File: src/rtl/mac_dot_pipe_if.sv
// Operand/result handshake bundle for mac_dot_pipe.
// master: the environment (drives beats, accepts results).
// slave : the mac_dot_pipe datapath.
interface mac_dot_pipe_if #(
  parameter int DATA_W = 8,
  parameter int LANES  = 4,
  parameter int ACC_W  = 32,
  parameter int CNT_W  = 16
);
  logic                      in_valid;
  logic                      in_ready;
  logic [LANES*DATA_W-1:0]   in_a;
  logic [LANES*DATA_W-1:0]   in_b;
  logic                      in_last;
  logic                      in_signed;
  logic                      out_valid;
  logic                      out_ready;
  logic [ACC_W-1:0]          out_result;
  logic [CNT_W-1:0]          out_count;
  logic                      out_ovf;

  modport master (
    output in_valid, in_a, in_b, in_last, in_signed, out_ready,
    input  in_ready, out_valid, out_result, out_count, out_ovf
  );

  modport slave (
    input  in_valid, in_a, in_b, in_last, in_signed, out_ready,
    output in_ready, out_valid, out_result, out_count, out_ovf
  );
endinterface

File: src/rtl/mac_dot_pipe.sv
// mac_dot_pipe: LANES-wide multiply / adder-tree / accumulate over a vector of
// beats delimited by in_last, one result per vector on a valid/ready output.
// Stage 1 registers the lane products, stage 2 reduces and accumulates.
// Optional macro MAC_DOT_SAT_EN: accumulator clamps on overflow instead of
// wrapping (out_ovf is reported either way).
module mac_dot_pipe #(
  parameter int DATA_W = 8,
  parameter int LANES  = 4,
  parameter int ACC_W  = 32,
  parameter int CNT_W  = 16
) (
  input  logic            clk,
  input  logic            reset,
  mac_dot_pipe_if.slave   bus
);
  localparam int PW = 2 * DATA_W;

  if (ACC_W < 2 * DATA_W + $clog2(LANES)) begin : g_acc_w_check
    $error("mac_dot_pipe: ACC_W is too narrow for DATA_W and LANES");
  end
  if ((LANES < 1) || ((LANES & (LANES - 1)) != 0)) begin : g_lanes_check
    $error("mac_dot_pipe: LANES must be a power of two");
  end

  // Full-precision lane product in the selected number format.
  function automatic logic [PW-1:0] mul_lane(input logic [DATA_W-1:0] a,
                                             input logic [DATA_W-1:0] b,
                                             input logic s);
    logic signed [PW-1:0] ps;
    logic        [PW-1:0] pu;
    ps = PW'($signed(a)) * PW'($signed(b));
    pu = PW'(a) * PW'(b);
    return s ? ps : pu;
  endfunction

  // Widen a product to accumulator width (sign- or zero-extension).
  function automatic logic signed [ACC_W-1:0] ext_prod(input logic [PW-1:0] p,
                                                       input logic s);
    logic signed [ACC_W-1:0] r;
    if (s) r = ACC_W'($signed(p));
    else   r = ACC_W'(p);
    return r;
  endfunction

  // Accumulate with overflow flag in bit ACC_W; clamps when saturation is built in.
  function automatic logic [ACC_W:0] acc_add(input logic signed [ACC_W-1:0] x,
                                             input logic signed [ACC_W-1:0] y,
                                             input logic s);
    logic [ACC_W:0]   wide;
    logic [ACC_W-1:0] r;
    logic             o;
    wide = {1'b0, x} + {1'b0, y};
    r    = wide[ACC_W-1:0];
    if (s) o = (x[ACC_W-1] == y[ACC_W-1]) && (r[ACC_W-1] != x[ACC_W-1]);
    else   o = wide[ACC_W];
`ifdef MAC_DOT_SAT_EN
    if (o) begin
      if (!s)             r = '1;
      else if (x[ACC_W-1]) r = {1'b1, {(ACC_W-1){1'b0}}};
      else                r = {1'b0, {(ACC_W-1){1'b1}}};
    end
`endif
    return {o, r};
  endfunction

  logic                    rdy;
  logic                    pend;
  logic                    pend_n;
  logic                    first;
  logic                    mode;
  logic                    accept;
  logic                    hs;
  logic                    sgn_in;

  logic [PW-1:0]           prod_p1 [LANES];
  logic                    vld_p1;
  logic                    last_p1;
  logic                    first_p1;
  logic                    sgn_p1;

  logic signed [ACC_W-1:0] tree_sum;
  logic [ACC_W:0]          add_res;
  logic signed [ACC_W-1:0] acc;
  logic [CNT_W-1:0]        cnt;
  logic                    ovf;
  logic                    out_vld;

  assign accept = bus.in_valid && rdy;
  assign hs     = out_vld && bus.out_ready;
  assign sgn_in = first ? bus.in_signed : mode;
  // A vector is pending from its last beat until its result handshakes.
  assign pend_n = (pend && !hs) || (accept && bus.in_last);

  // Input-side control: vector framing, latched mode, backpressure.
  always_ff @(posedge clk or posedge reset) begin
    if (reset) begin
      rdy   <= 1'b0;
      pend  <= 1'b0;
      first <= 1'b1;
      mode  <= 1'b0;
    end else begin
      pend <= pend_n;
      rdy  <= !pend_n;
      if (accept) begin
        first <= bus.in_last;
        if (first) mode <= bus.in_signed;
      end
    end
  end

  // ---- Stage 1: lane products ----
  // Register the per-lane products together with the beat's framing bits.
  always_ff @(posedge clk or posedge reset) begin
    if (reset) begin
      vld_p1   <= 1'b0;
      last_p1  <= 1'b0;
      first_p1 <= 1'b0;
      sgn_p1   <= 1'b0;
      for (int i = 0; i < LANES; i++) prod_p1[i] <= '0;
    end else begin
      vld_p1 <= accept;
      if (accept) begin
        last_p1  <= bus.in_last;
        first_p1 <= first;
        sgn_p1   <= sgn_in;
        for (int i = 0; i < LANES; i++)
          prod_p1[i] <= mul_lane(bus.in_a[i*DATA_W +: DATA_W],
                                 bus.in_b[i*DATA_W +: DATA_W], sgn_in);
      end
    end
  end

  // ---- Stage 2: reduce and accumulate ----
  // Sum of the widened lane products for the beat in stage 2.
  always_comb begin
    tree_sum = '0;
    for (int i = 0; i < LANES; i++)
      tree_sum = tree_sum + ext_prod(prod_p1[i], sgn_p1);
  end

  assign add_res = acc_add(acc, tree_sum, sgn_p1);

  // Accumulator, beat count, sticky overflow and result-valid.
  always_ff @(posedge clk or posedge reset) begin
    if (reset) begin
      acc     <= '0;
      cnt     <= '0;
      ovf     <= 1'b0;
      out_vld <= 1'b0;
    end else begin
      if (vld_p1) begin
        if (first_p1) begin
          acc <= tree_sum;
          cnt <= CNT_W'(1);
          ovf <= 1'b0;
        end else begin
          acc <= add_res[ACC_W-1:0];
          ovf <= ovf || add_res[ACC_W];
          cnt <= (cnt == '1) ? cnt : cnt + 1'b1;
        end
      end
      if (vld_p1 && last_p1) out_vld <= 1'b1;
      else if (hs)           out_vld <= 1'b0;
    end
  end

  assign bus.in_ready   = rdy;
  assign bus.out_valid  = out_vld;
  assign bus.out_result = acc;
  assign bus.out_count  = cnt;
  assign bus.out_ovf    = ovf;
endmodule

File: src/flat_wrapper.sv
// flat-port wrapper written by rule: the top's interface ports become plain ports
module mac_dot_pipe_flat 
#(
  parameter int DATA_W = 8,
  parameter int LANES  = 4,
  parameter int ACC_W  = 32,
  parameter int CNT_W  = 16
)
  (clk, reset, bus_in_valid, bus_in_a, bus_in_b, bus_in_last, bus_in_signed, bus_out_ready, bus_in_ready, bus_out_valid, bus_out_result, bus_out_count, bus_out_ovf);
  mac_dot_pipe_if #(.DATA_W(DATA_W), .LANES(LANES), .ACC_W(ACC_W), .CNT_W(CNT_W)) bus_i ();
  input  logic clk;
  input  logic reset;
  input wire logic [$bits(bus_i.in_valid)-1:0] bus_in_valid;
  input wire logic [$bits(bus_i.in_a)-1:0] bus_in_a;
  input wire logic [$bits(bus_i.in_b)-1:0] bus_in_b;
  input wire logic [$bits(bus_i.in_last)-1:0] bus_in_last;
  input wire logic [$bits(bus_i.in_signed)-1:0] bus_in_signed;
  input wire logic [$bits(bus_i.out_ready)-1:0] bus_out_ready;
  output wire logic [$bits(bus_i.in_ready)-1:0] bus_in_ready;
  output wire logic [$bits(bus_i.out_valid)-1:0] bus_out_valid;
  output wire logic [$bits(bus_i.out_result)-1:0] bus_out_result;
  output wire logic [$bits(bus_i.out_count)-1:0] bus_out_count;
  output wire logic [$bits(bus_i.out_ovf)-1:0] bus_out_ovf;
  assign bus_i.in_valid = bus_in_valid;
  assign bus_i.in_a = bus_in_a;
  assign bus_i.in_b = bus_in_b;
  assign bus_i.in_last = bus_in_last;
  assign bus_i.in_signed = bus_in_signed;
  assign bus_i.out_ready = bus_out_ready;
  assign bus_in_ready = bus_i.in_ready;
  assign bus_out_valid = bus_i.out_valid;
  assign bus_out_result = bus_i.out_result;
  assign bus_out_count = bus_i.out_count;
  assign bus_out_ovf = bus_i.out_ovf;
  mac_dot_pipe #(.DATA_W(DATA_W), .LANES(LANES), .ACC_W(ACC_W), .CNT_W(CNT_W)) u_core (.clk(clk), .reset(reset), .bus(bus_i));
endmodule
File: config.mk
export PLATFORM = sky130hd
export DESIGN_NAME = mac_dot_pipe_flat
export DESIGN_NICKNAME = d
export VERILOG_FILES = /design/src/rtl/mac_dot_pipe_if.sv /design/src/rtl/mac_dot_pipe.sv /design/src/flat_wrapper.sv
export SDC_FILE = /design/constraint.sdc
export NUM_CORES = 2
export LEC_CHECK = 0
export CAP_MARGIN = 10
export CORE_ASPECT_RATIO = 0.7
export CORE_MARGIN = 2
export CORE_UTILIZATION = 55
export CTS_CLUSTER_DIAMETER = 60
export DETAILED_ROUTE_END_ITERATION = 8
export PLACE_DENSITY = 0.81
export SYNTH_ARGS = -nofsm -noshare
export SYNTH_HDL_FRONTEND = slang
export SYNTH_SLANG_ARGS = --single-unit
File: constraint.sdc
create_clock -name clk -period 6.6 [get_ports clk]
set_input_delay 1.32 -clock clk [delete_from_list [all_inputs] [get_ports clk]]
set_output_delay 1.32 -clock clk [all_outputs]
set_load 0.05 [all_outputs]
## Yosys cells after proc, flatten, opt, wreduce, memory -nomap -nowiden

Index checks and enable logic that the tools add are counted.
W data, S select, Z words.

| word-level totals | value |
|---|---|
| flip-flop bits (word level) | 121 |
| input bits | 70 |
| word-level logic and storage cells | 60 |

| operators by class | value |
|---|---|
| add/subtract/negate cells | 5 |
| multiply operators | 8 |
| equality and inequality tests | 4 |
| muxes and demuxes | 16 |
| reduce and logical (&&, ||, !) cells | 12 |

Operators by type and width:

| kind | number |
|---|---|
| $mux W32 | 5 |
| $mul A8 B8 Y16 | 8 |
| $add A32 B32 Y32 | 3 |
| $mux W16 | 6 |
| $add A32 B32 Y33 | 1 |
| $add A16 B1 Y16 const B | 1 |
| $eq A16 B16 Y1 const B | 1 |
| $logic_and A1 B1 Y1 | 6 |
| $mux W1 | 5 |
| $logic_not A1 Y1 | 2 |
| $logic_or A1 B1 Y1 | 2 |
| $ne A2 B1 Y1 const B | 1 |
| $reduce_and A2 Y1 | 1 |
| $reduce_bool A2 Y1 | 1 |
| $eq A1 B1 Y1 | 1 |
| $ne A1 B1 Y1 | 1 |

## Longest topological paths before layout

Gate-level depths: netlist (run 1).

| logic depth | value |
|---|---|
| word-level depth | 10 |
| gate-level depth with buffers | 22 |
| gate-level depth less buffers | 22 |

## Worst setup path after synthesis (run 1)

No wires, ideal clock.

| timing | value |
|---|---|
| kind | input to register |
| start | input bus_in_a[13] |
| end | register u_core.prod_p1[46] (netlist bit) |
| arrival | 5158 ps |
| required time | 6469 ps |
| slack | 1311 ps |
| cell stages on the path | 20 |
| buffers on the path | 1 |
| cells stage by stage | clkbuf_1 nand2_1 inv_1 ha_1 inv_1 fa_1 inv_1 fa_1 inv_1 fa_1 inv_1 ha_1 nor2b_1 o21a_1 nor2_1 o21ai_0 o41a_1 a31oi_1 xor2_1 o211ai_1 |

| between the ends | value |
|---|---|
| cells in the longest elaborated chain, start to end | 2 |
| elaborated cells between the ends (all ways) | 3 |
| classes of those cells | mul (2); mux (1) |

Ends and longest elaborated chain:

| item | line | text |
|---|---|---|
| start: declaration | flat_wrapper.sv:14 | `input wire logic [$bits(bus_i.in_a)-1:0] bus_in_a;` |
| $mul A8 B8 Y16, on equally long branches | mac_dot_pipe.sv:32, mac_dot_pipe.sv:31 |  |
| $mux W16 (*) | mac_dot_pipe.sv:33 | `return s ? ps : pu;` |
| end signal: indexed assignment | mac_dot_pipe.sv:127 | `prod_p1[i] <= mul_lane(bus.in_a[i*DATA_W +: DATA_W],` |
| end: declaration | mac_dot_pipe.sv:75 | `logic [PW-1:0] prod_p1 [LANES];` |

Mark *: on every way between the ends. The rest lies on a longest branch, timed or not.
A chain may end at the register's enable or synchronous reset.

## Final worst setup path (run 1)

| timing | value |
|---|---|
| start | register u_core.prod_p1[33] (netlist bit) |
| end | register u_core.ovf (netlist: u_core.bus.out_ovf) |

| between the ends | value |
|---|---|
| cells in the longest elaborated chain, start to end | 10 |
| elaborated cells between the ends (all ways) | 11 |
| classes of those cells | add/sub (4); eq/ne (2); mux (3); reduce/logical (2) |

Ends and longest elaborated chain:

| item | line | text |
|---|---|---|
| $mux W32 (*) | mac_dot_pipe.sv:40 | `if (s) r = ACC_W'($signed(p));` |
| $add A32 B32 Y32 (*) (3 in a row) | mac_dot_pipe.sv:138 | `tree_sum = tree_sum + ext_prod(prod_p1[i], sgn_p1);` |
| $add A32 B32 Y33 | mac_dot_pipe.sv:52 | `wide = {1'b0, x} + {1'b0, y};` |
| $ne A1 B1 Y1 | mac_dot_pipe.sv:54 | `if (s) o = (x[ACC_W-1] == y[ACC_W-1]) && (r[ACC_W-1] != x[ACC_W-1]);` |
| $logic_and A1 B1 Y1 | mac_dot_pipe.sv:54 |  |
| $mux W1 (*) | mac_dot_pipe.sv:54 |  |
| $logic_or A1 B1 Y1 (*) | mac_dot_pipe.sv:158 | `ovf <= ovf \|\| add_res[ACC_W];` |
| $mux W1 (*) | mac_dot_pipe.sv:152 | `if (first_p1) begin` |
| end signal: assignment | mac_dot_pipe.sv:158 |  |
| end: declaration | mac_dot_pipe.sv:85 | `logic ovf;` |

Marked as above.

==> reports/results.md, run 1 <==
| Quantity | Reported |
| --- | --- |
| CTS hold repair buffers | 0 |
| Register ranked first by flip-flop count | u_core.prod_p1 |
| Most area-hungry cell type in the Yosys netlist | sky130_fd_sc_hd__fa_1 |
| Max-slew violation total from the final report | 0 |
| Commonest register cell after synthesis | sky130_fd_sc_hd__dfrtp_1 |
| Final Instance Count excl. Fillers | 3549 |
| X dimension of the die | 258 microns |
| RSZ-0062 raised after global routing | false |
| Post-synthesis area per instance | 8.66 sq um |
| Combinational family with the most area after synthesis | adder cells |
| Number of top-level design ports | 121 |
| Number of hold violations in the final report | 0 |
| Maximum operating frequency | 0.169 GHz |
| Outcome | complete, no violations |
| Worst Hold Path Cells | 2 |
| Share of synthesized flip-flops with an asynchronous set or reset | 100% |
| Shortest period the worst path allows | 5.92 ns |
| CTS tree | yes |
| Largest net degree at the start of global routing | 64 |
| # Max-Cap Violations | 0 |
| Number of design rule violations left after detail routing | 0 |
| Distinct cell type count of the synthesized netlist | 69 |
| Via count of the routed design | 19642 |
| Clock transition at the registers of the reported paths | 0.06 ns |
| Required time at the endpoint of the critical path | 6.93 ns |
| Warning count from the yosys run | 0 |
| Layout cells sized above 1 | 2.71% |
| Remaining antenna violation count | 0 |
| Clk root buf | sky130_fd_sc_hd__clkbuf_16 |
| Mapped cell area | 0.0247 sq mm |
| Tightest slew margin relative to the limit | 39.0% |
| Flip-flop count of the largest register after layout | 64 |
| Wire length of the first global-routing pass | 101 mm |
| Worst-case clock buffer depth | 2 |
| Vias in the first global route | 20439 |
| Aggregate global routing overflow | 0 |
| Synthesis-to-finish area growth | 9.56% |
| Synthesized-area fraction occupied by ao, oa, aoi and oai cells | 11.7% |
| Starting density of the core | 56.2% |
| Total instance count after detailed placement | 3518 |
| Final Skew | 0.0106 ns |
| Nature of the critical path startpoint | flip-flop |
| Core Area | 0.0440 sq mm |
| Area share of the largest cell type after synthesis | 30.4% |
| Multiplexer share of the synthesized area | 0.839% |
| Die Span Y | 181 microns |
| Number of setup buffers added after CTS | 0 |
| Synthesized-area fraction occupied by xor and xnor cells | 5.06% |
| Total detailed-routing wirelength | 60.2 mm |
| Post-synth EDFFs | 0 |
| Post-Synth Simple-Gate Area | 14.3% |
| First drt pass iteration count | 6 |
| Drt first-iter violations | 1651 |
| Setup Total Neg Slack | 0 ns |
| Hold Slack | 0.470 ns |
| Most used standard cells in the synthesized netlist | sky130_fd_sc_hd__inv_1, sky130_fd_sc_hd__fa_1, sky130_fd_sc_hd__ha_1 |
| Global placement routability congestion | 0.895 |
| Reg2reg path depth | 22 |
| Gate Count Post-Synth | 2859 |
| Diodes inserted | 0 |
| Final setup violation count | 0 |
| Number of antenna violations at the first check in global routing | 0 |
| Row count | 64 |
| Largest fanout of any net on the critical path | 8 |
| Quantity of gates resized following cts | 0 |
| Kind of path behind the tightest hold check | flip-flop to flip-flop |
| Number of levels the H-tree was split into | 4 |
| CTS sink count | 121 |
| Kind of end point of the critical path | flip-flop |
| Count of buffers inserted at the top-level ports | 120 |
| Count leader, synth | sky130_fd_sc_hd__inv_1 |
| Post-route clock period utilization | 89.7% |
| Worst slew pin tran | 0.912 ns |
| Fraction of the mapped netlist area in adder cells | 44.8% |
| Post-synthesis net count | 3590 |
| Cts bufs inserted | 17 |
| Wire per inst | 17.0 microns |
| Nets | 3674 |
| Portion of the post-synthesis area used by sequential elements | 12.2% |
| Synth top area cells | sky130_fd_sc_hd__fa_1, sky130_fd_sc_hd__ha_1, sky130_fd_sc_hd__dfrtp_1, sky130_fd_sc_hd__inv_1, sky130_fd_sc_hd__nand2_1 |
| Drt via density | 5.53 |
| FF+latch count, synth | 121 |
| Clock Latency Late Sink | 0.44 ns |
| Worst Setup Path Type | flip-flop to flip-flop |
| Die Area | 0.0467 sq mm |
| Total half-perimeter wirelength after legalization and detailed placement | 50.9 mm |
| Total global routing track utilization | 26.5% |
| Data arrival time at the worst-slack endpoint | 6.26 ns |
==> routing by layer <==
layer  track usage, %  routed length, microns  part of all wire, %  vias up
li1                 -                       -                    -     9188
met3             3.99                    4210                  7.0       69
met2             42.8                   28100                   47      675
met5                0                       0                    0        -
met1             38.4                   27100                   45     9710
met4             4.44                     753                  1.3        0
==> path summary, 6_finish.rpt <==
| check | startpoint | end | slack, ns |
|---|---|---|---|
| setup / recovery | u_core.prod_p1[33]$_DFFE_PP0P_ | u_core.bus.out_ovf$_DFFE_PP0P_ | 0.68 |
| hold / removal | u_core.pend$_DFF_PP0_ | u_core.pend$_DFF_PP0_ | 0.47 |
| setup reg to reg | u_core.prod_p1[33]$_DFFE_PP0P_ | u_core.bus.out_ovf$_DFFE_PP0P_ | 0.68 |
| hold reg to reg | u_core.pend$_DFF_PP0_ | u_core.pend$_DFF_PP0_ | 0.47 |
| max in group asynchronous | reset | u_core.bus.out_ovf$_DFFE_PP0P_ | 3.85 |
| min in group asynchronous | reset | u_core.bus.out_result[3]$_DFFE_PP0P_ | 1.43 |
==> critical path: stages, from the launching register on <==
cell and delay, ns:
sky130_fd_sc_hd__dfrtp_1 0.37, sky130_fd_sc_hd__inv_1 0.13, sky130_fd_sc_hd__fa_1 0.48, sky130_fd_sc_hd__fa_1 0.53, sky130_fd_sc_hd__inv_1 0.05, sky130_fd_sc_hd__ha_1 0.22, sky130_fd_sc_hd__fa_1 0.42, sky130_fd_sc_hd__a211oi_1 0.35
sky130_fd_sc_hd__o21a_1 0.23, sky130_fd_sc_hd__o211ai_1 0.11, sky130_fd_sc_hd__a21oi_1 0.29, sky130_fd_sc_hd__o21bai_2 0.19, sky130_fd_sc_hd__a21oi_1 0.21, sky130_fd_sc_hd__xnor2_1 0.12, sky130_fd_sc_hd__ha_1 0.40, sky130_fd_sc_hd__and2_2 0.19
sky130_fd_sc_hd__nand3_1 0.13, sky130_fd_sc_hd__nand2b_1 0.19, sky130_fd_sc_hd__a2111oi_0 0.55, sky130_fd_sc_hd__o32ai_2 0.20, sky130_fd_sc_hd__nor2b_1 0.13, sky130_fd_sc_hd__o21ai_0 0.09, sky130_fd_sc_hd__a211oi_1 0.22
==> per-stage QoR <==
step | worst slack (ns) | utilization, % | cell area (sq um)
after floorplan | 1.31 | - | 24700
after detailed placement | 0.291 | 60.2 | 26500
after global routing | 0.365 | 61.6 | 27100
after global placement | 0.365 | 60.2 | 26500
after CTS | 0.700 | 61.6 | 27100
final | 0.678 | 61.6 | 27100
==> placed cells by master (no fill, tap or decap), drive strengths merged, types with 14 or more instances in the layout <==
cell and instances:
a211oi 27, a21o 27, a21oi 126, a31oi 26
and2 132, clkbuf 18, clkdlybuf4s50 120, dfrtp 120
fa 376, ha 285, inv 661, mux2i 14
nand2 261, nand3 39, nor2 128, nor2b 54
nor3 54, o211ai 20, o21a 23, o21ai 124
or3 23, xnor2 107, xor2 36
==> cell type report <==
type                       count  area [sq um]
clock buffer                  18           429
sequential                   121          3030
fill                        3633         16900
multi-input combinational   2013         19000
tap                          594           743
timing repair buffer         130          1280
inverter                     660          2480
clock inverter                13           154
==> logic make-up (layout without fill, tap and decap cells) <==
logic type | Yosys count | after routing
compound gates | 453 | 453
xor+xnor | 143 | 143
fa+ha+maj | 661 | 661
buf+inv | 725 | 821
flops | 121 | 121
mux | 20 | 20
simple gates | 736 | 736
Power of run 1 is not shown: default switching activity piles up to over one toggle a cycle in this logic, so the estimate is an artifact.
==> run 2, diff against run 1 <==
- ABC_AREA: not set -> 0
- CTS_CLUSTER_SIZE: not set -> 30
==> results of run 2 <==
No change in the layout: final DEF, timing and power equal those of run 1.
Power of run 2 is left out for the same reason.
==> run 3, diff against run 2 <==
- CORE_MARGIN: 2 -> 1.5
- SLEW_MARGIN: not set -> 15
==> reports/results.md, run 3 (synthesized netlist as in run 1, its figures left out) <==
| Quantity | Reported | Delta |
| --- | --- | --- |
| Total half-perimeter wirelength after legalization and detailed placement | 51.1 mm | was 50.9 mm |
| Cell breakdown of the critical path | clkdlybuf4s50_1, nand2_1, inv_1, ha_1, inv_1, fa_1, inv_1, fa_1, inv_1, fa_1, inv_1, ha_1, nor2b_1, o21a_1, nor2_1, o21ai_0, o41a_1, xor2_1, o211ai_1, o21ai_0 | was inv_1, fa_1, fa_1, inv_1, ha_1, fa_1, a211oi_1, o21a_1, o211ai_1, a21oi_1, o21bai_2, a21oi_1, xnor2_1, ha_1, and2_2, nand3_1, nand2b_1, a2111oi_0, o32ai_2, nor2b_1, o21ai_0, a211oi_1 |
| Cts bufs inserted | 17 | unchanged |
| Multi-input gate area | 0.0190 sq mm | unchanged |
| Kind of end point of the critical path | flip-flop | unchanged |
| Max-slew violation total from the final report | 0 | unchanged |
| Total global routing track utilization | 27.2% | was 26.5% |
| Layout cells sized above 1 | 2.81% | was 2.71% |
| First drt pass iteration count | 6 | unchanged |
| Quantity of gates resized following cts | 0 | unchanged |
| Drt first-iter violations | 1504 | was 1651 |
| Critical path's largest stage delay | 0.62 ns | was 0.55 ns |
| Final core utilization | 61.7% | was 61.6% |
| Drt via density | 5.54 | was 5.53 |
| Clock transition at the registers of the reported paths | 0.06 ns | about the same |
| Worst Setup Path Type | primary input to flip-flop | was flip-flop to flip-flop |
| Slowest stage cell on the critical path | sky130_fd_sc_hd__clkdlybuf4s50_1 | was sky130_fd_sc_hd__a2111oi_0 |
| Total detailed-routing wirelength | 61.0 mm | was 60.2 mm |
| Wire length of the first global-routing pass | 103 mm | was 101 mm |
| Final Skew | 0.00943 ns | was 0.0106 ns |
| Number of hold violations in the final report | 0 | unchanged |
| Number of antenna violations at the first check in global routing | 0 | unchanged |
| Aggregate global routing overflow | 0 | unchanged |
| Clock Latency Late Sink | 0.43 ns | was 0.44 ns |
| CTS tree | yes | unchanged |
| Top cell by count, worst path | sky130_fd_sc_hd__inv_1 | was sky130_fd_sc_hd__fa_1 |
| Die Area | 0.0463 sq mm | was 0.0467 sq mm |
| Nets | 3675 | was 3674 |
| # Max-Cap Violations | 0 | unchanged |
| CTS hold repair buffers | 0 | unchanged |
| Largest fanout of any net on the critical path | 9 | was 8 |
| Diodes inserted | 0 | unchanged |
| Starting density of the core | 56.2% | unchanged |
| Number of design rule violations left after detail routing | 0 | unchanged |
| Shortest period the worst path allows | 6.00 ns | was 5.92 ns |
| CTS sink count | 121 | unchanged |
| Remaining antenna violation count | 0 | unchanged |
| Maximum operating frequency | 0.167 GHz | was 0.169 GHz |
| Die Span Y | 180 microns | was 181 microns |
| Sequential cell area | 0.00303 sq mm | unchanged |
| Row count | 64 | unchanged |
| Wire per inst | 17.2 microns | was 17.0 microns |
| Required time at the endpoint of the critical path | 6.87 ns | was 6.93 ns |
| Commonest cells after routing, fill and taps aside | sky130_fd_sc_hd__inv_1, sky130_fd_sc_hd__fa_1, sky130_fd_sc_hd__ha_1, sky130_fd_sc_hd__nand2_1, sky130_fd_sc_hd__and2_1 | unchanged |
| Post-route clock period utilization | 90.9% | was 89.7% |
| Clk root buf | sky130_fd_sc_hd__clkbuf_16 | unchanged |
| Worst slew pin tran | 1.06 ns | was 0.912 ns |
| Flip-flop count of the largest register after layout | 64 | unchanged |
| Number of setup buffers added after CTS | 0 | unchanged |
| Number of top-level design ports | 121 | unchanged |
| Synthesis-to-finish area growth | 9.82% | was 9.56% |
| Setup Total Neg Slack | 0 ns | unchanged |
| Via count of the routed design | 19672 | was 19642 |
| Fill cell instance count of the final layout | 3688 | was 3633 |
| Global placement routability congestion | 0.905 | was 0.895 |
| Register ranked first by flip-flop count | u_core.prod_p1 | unchanged |
| Number of levels the H-tree was split into | 4 | unchanged |
| Core Area | 0.0440 sq mm | unchanged |
| Count of buffers inserted at the top-level ports | 120 | unchanged |
| Final setup violation count | 0 | unchanged |
| Data arrival time at the worst-slack endpoint | 6.27 ns | was 6.26 ns |
| Nature of the critical path startpoint | primary input | was flip-flop |
| Tightest slew margin relative to the limit | 29.4% | was 39.0% |
| Worst-case clock buffer depth | 2 | unchanged |
| Vias in the first global route | 20906 | was 20439 |
| Most common library cell in the layout ignoring fill and taps | sky130_fd_sc_hd__inv_1 | unchanged |
| Outcome | complete, no violations | unchanged |
| X dimension of the die | 257 microns | was 258 microns |
| Largest net degree at the start of global routing | 81 | was 64 |
| RSZ-0062 raised after global routing | false | unchanged |
| Kind of path behind the tightest hold check | flip-flop to flip-flop | unchanged |
==> run 3: changes by cell type in the layout (fill, tap and decap cells not counted), sizes merged <==
cell and delta:
clkinv -5, inv +4, clkinvlp +2, buf +1
bufinv +1, clkbuf -1
==> run 3: worst max-delay path: cells and delay by family <==
family | cells | cell delay, ns
AOI/OAI and AO/OA | 5 | 1.31
xor gates and xnor gates | 1 | 0.15
adders and majority gates | 5 | 2.07
buffers and inverters | 6 | 0.88
and+or+nand+nor | 3 | 0.53
==> run 3: cell type report <==
type                            count  share of cell area (%)
Clock inverter                     15                   0.792
Tap cell                          594                    2.73
Sequential cell                   121                    11.2
Clock buffer                       17                    1.57
Multi-Input combinational cell   2013                    69.9
Inverter                          660                    9.12
Timing Repair Buffer              131                    4.72
==> run 3: final timing paths <==
check / to / startpoint / depth (start not counted) / slack (ns)
hold / removal: u_core.pend$_DFF_PP0_ / u_core.pend$_DFF_PP0_ / 2 / 0.48
hold reg to reg: u_core.pend$_DFF_PP0_ / u_core.pend$_DFF_PP0_ / 2 / 0.48
setup / recovery: u_core.prod_p1[44]$_DFFE_PP0P_ / bus_in_a[13] / 20 / 0.60
min in group asynchronous: u_core.bus.out_result[3]$_DFFE_PP0P_ / reset / 2 / 1.53
setup reg to reg: u_core.bus.out_ovf$_DFFE_PP0P_ / u_core.prod_p1[33]$_DFFE_PP0P_ / 22 / 0.73
max in group asynchronous: u_core.vld_p1$_DFF_PP0_ / reset / 3 / 3.89
==> run 3: metrics by stage <==
step           instance area, sq um  instances  worst slack, ns  hold WS, ns
6_report                      27200       3551            0.601        0.479
5_1_grt                       27200       3551            0.336        0.525
4_1_cts                       27200       3551            0.683        0.481
3_5_place_dp                  26500       3519            0.235        0.466
3_3_place_gp                  26500       3519            0.403        0.457
2_1_floorplan                 24700       2859             1.31        0.440
==> run 3: layer usage <==
layer	global-route usage (%)	up-vias	share of wire, %
met1	38.0	9746	45
li1	-	9192	-
met3	4.11	101	6.2
met5	0	-	0
met4	7.41	0	2.3
met2	44.1	633	46
Power of run 3 is left out for the same reason.
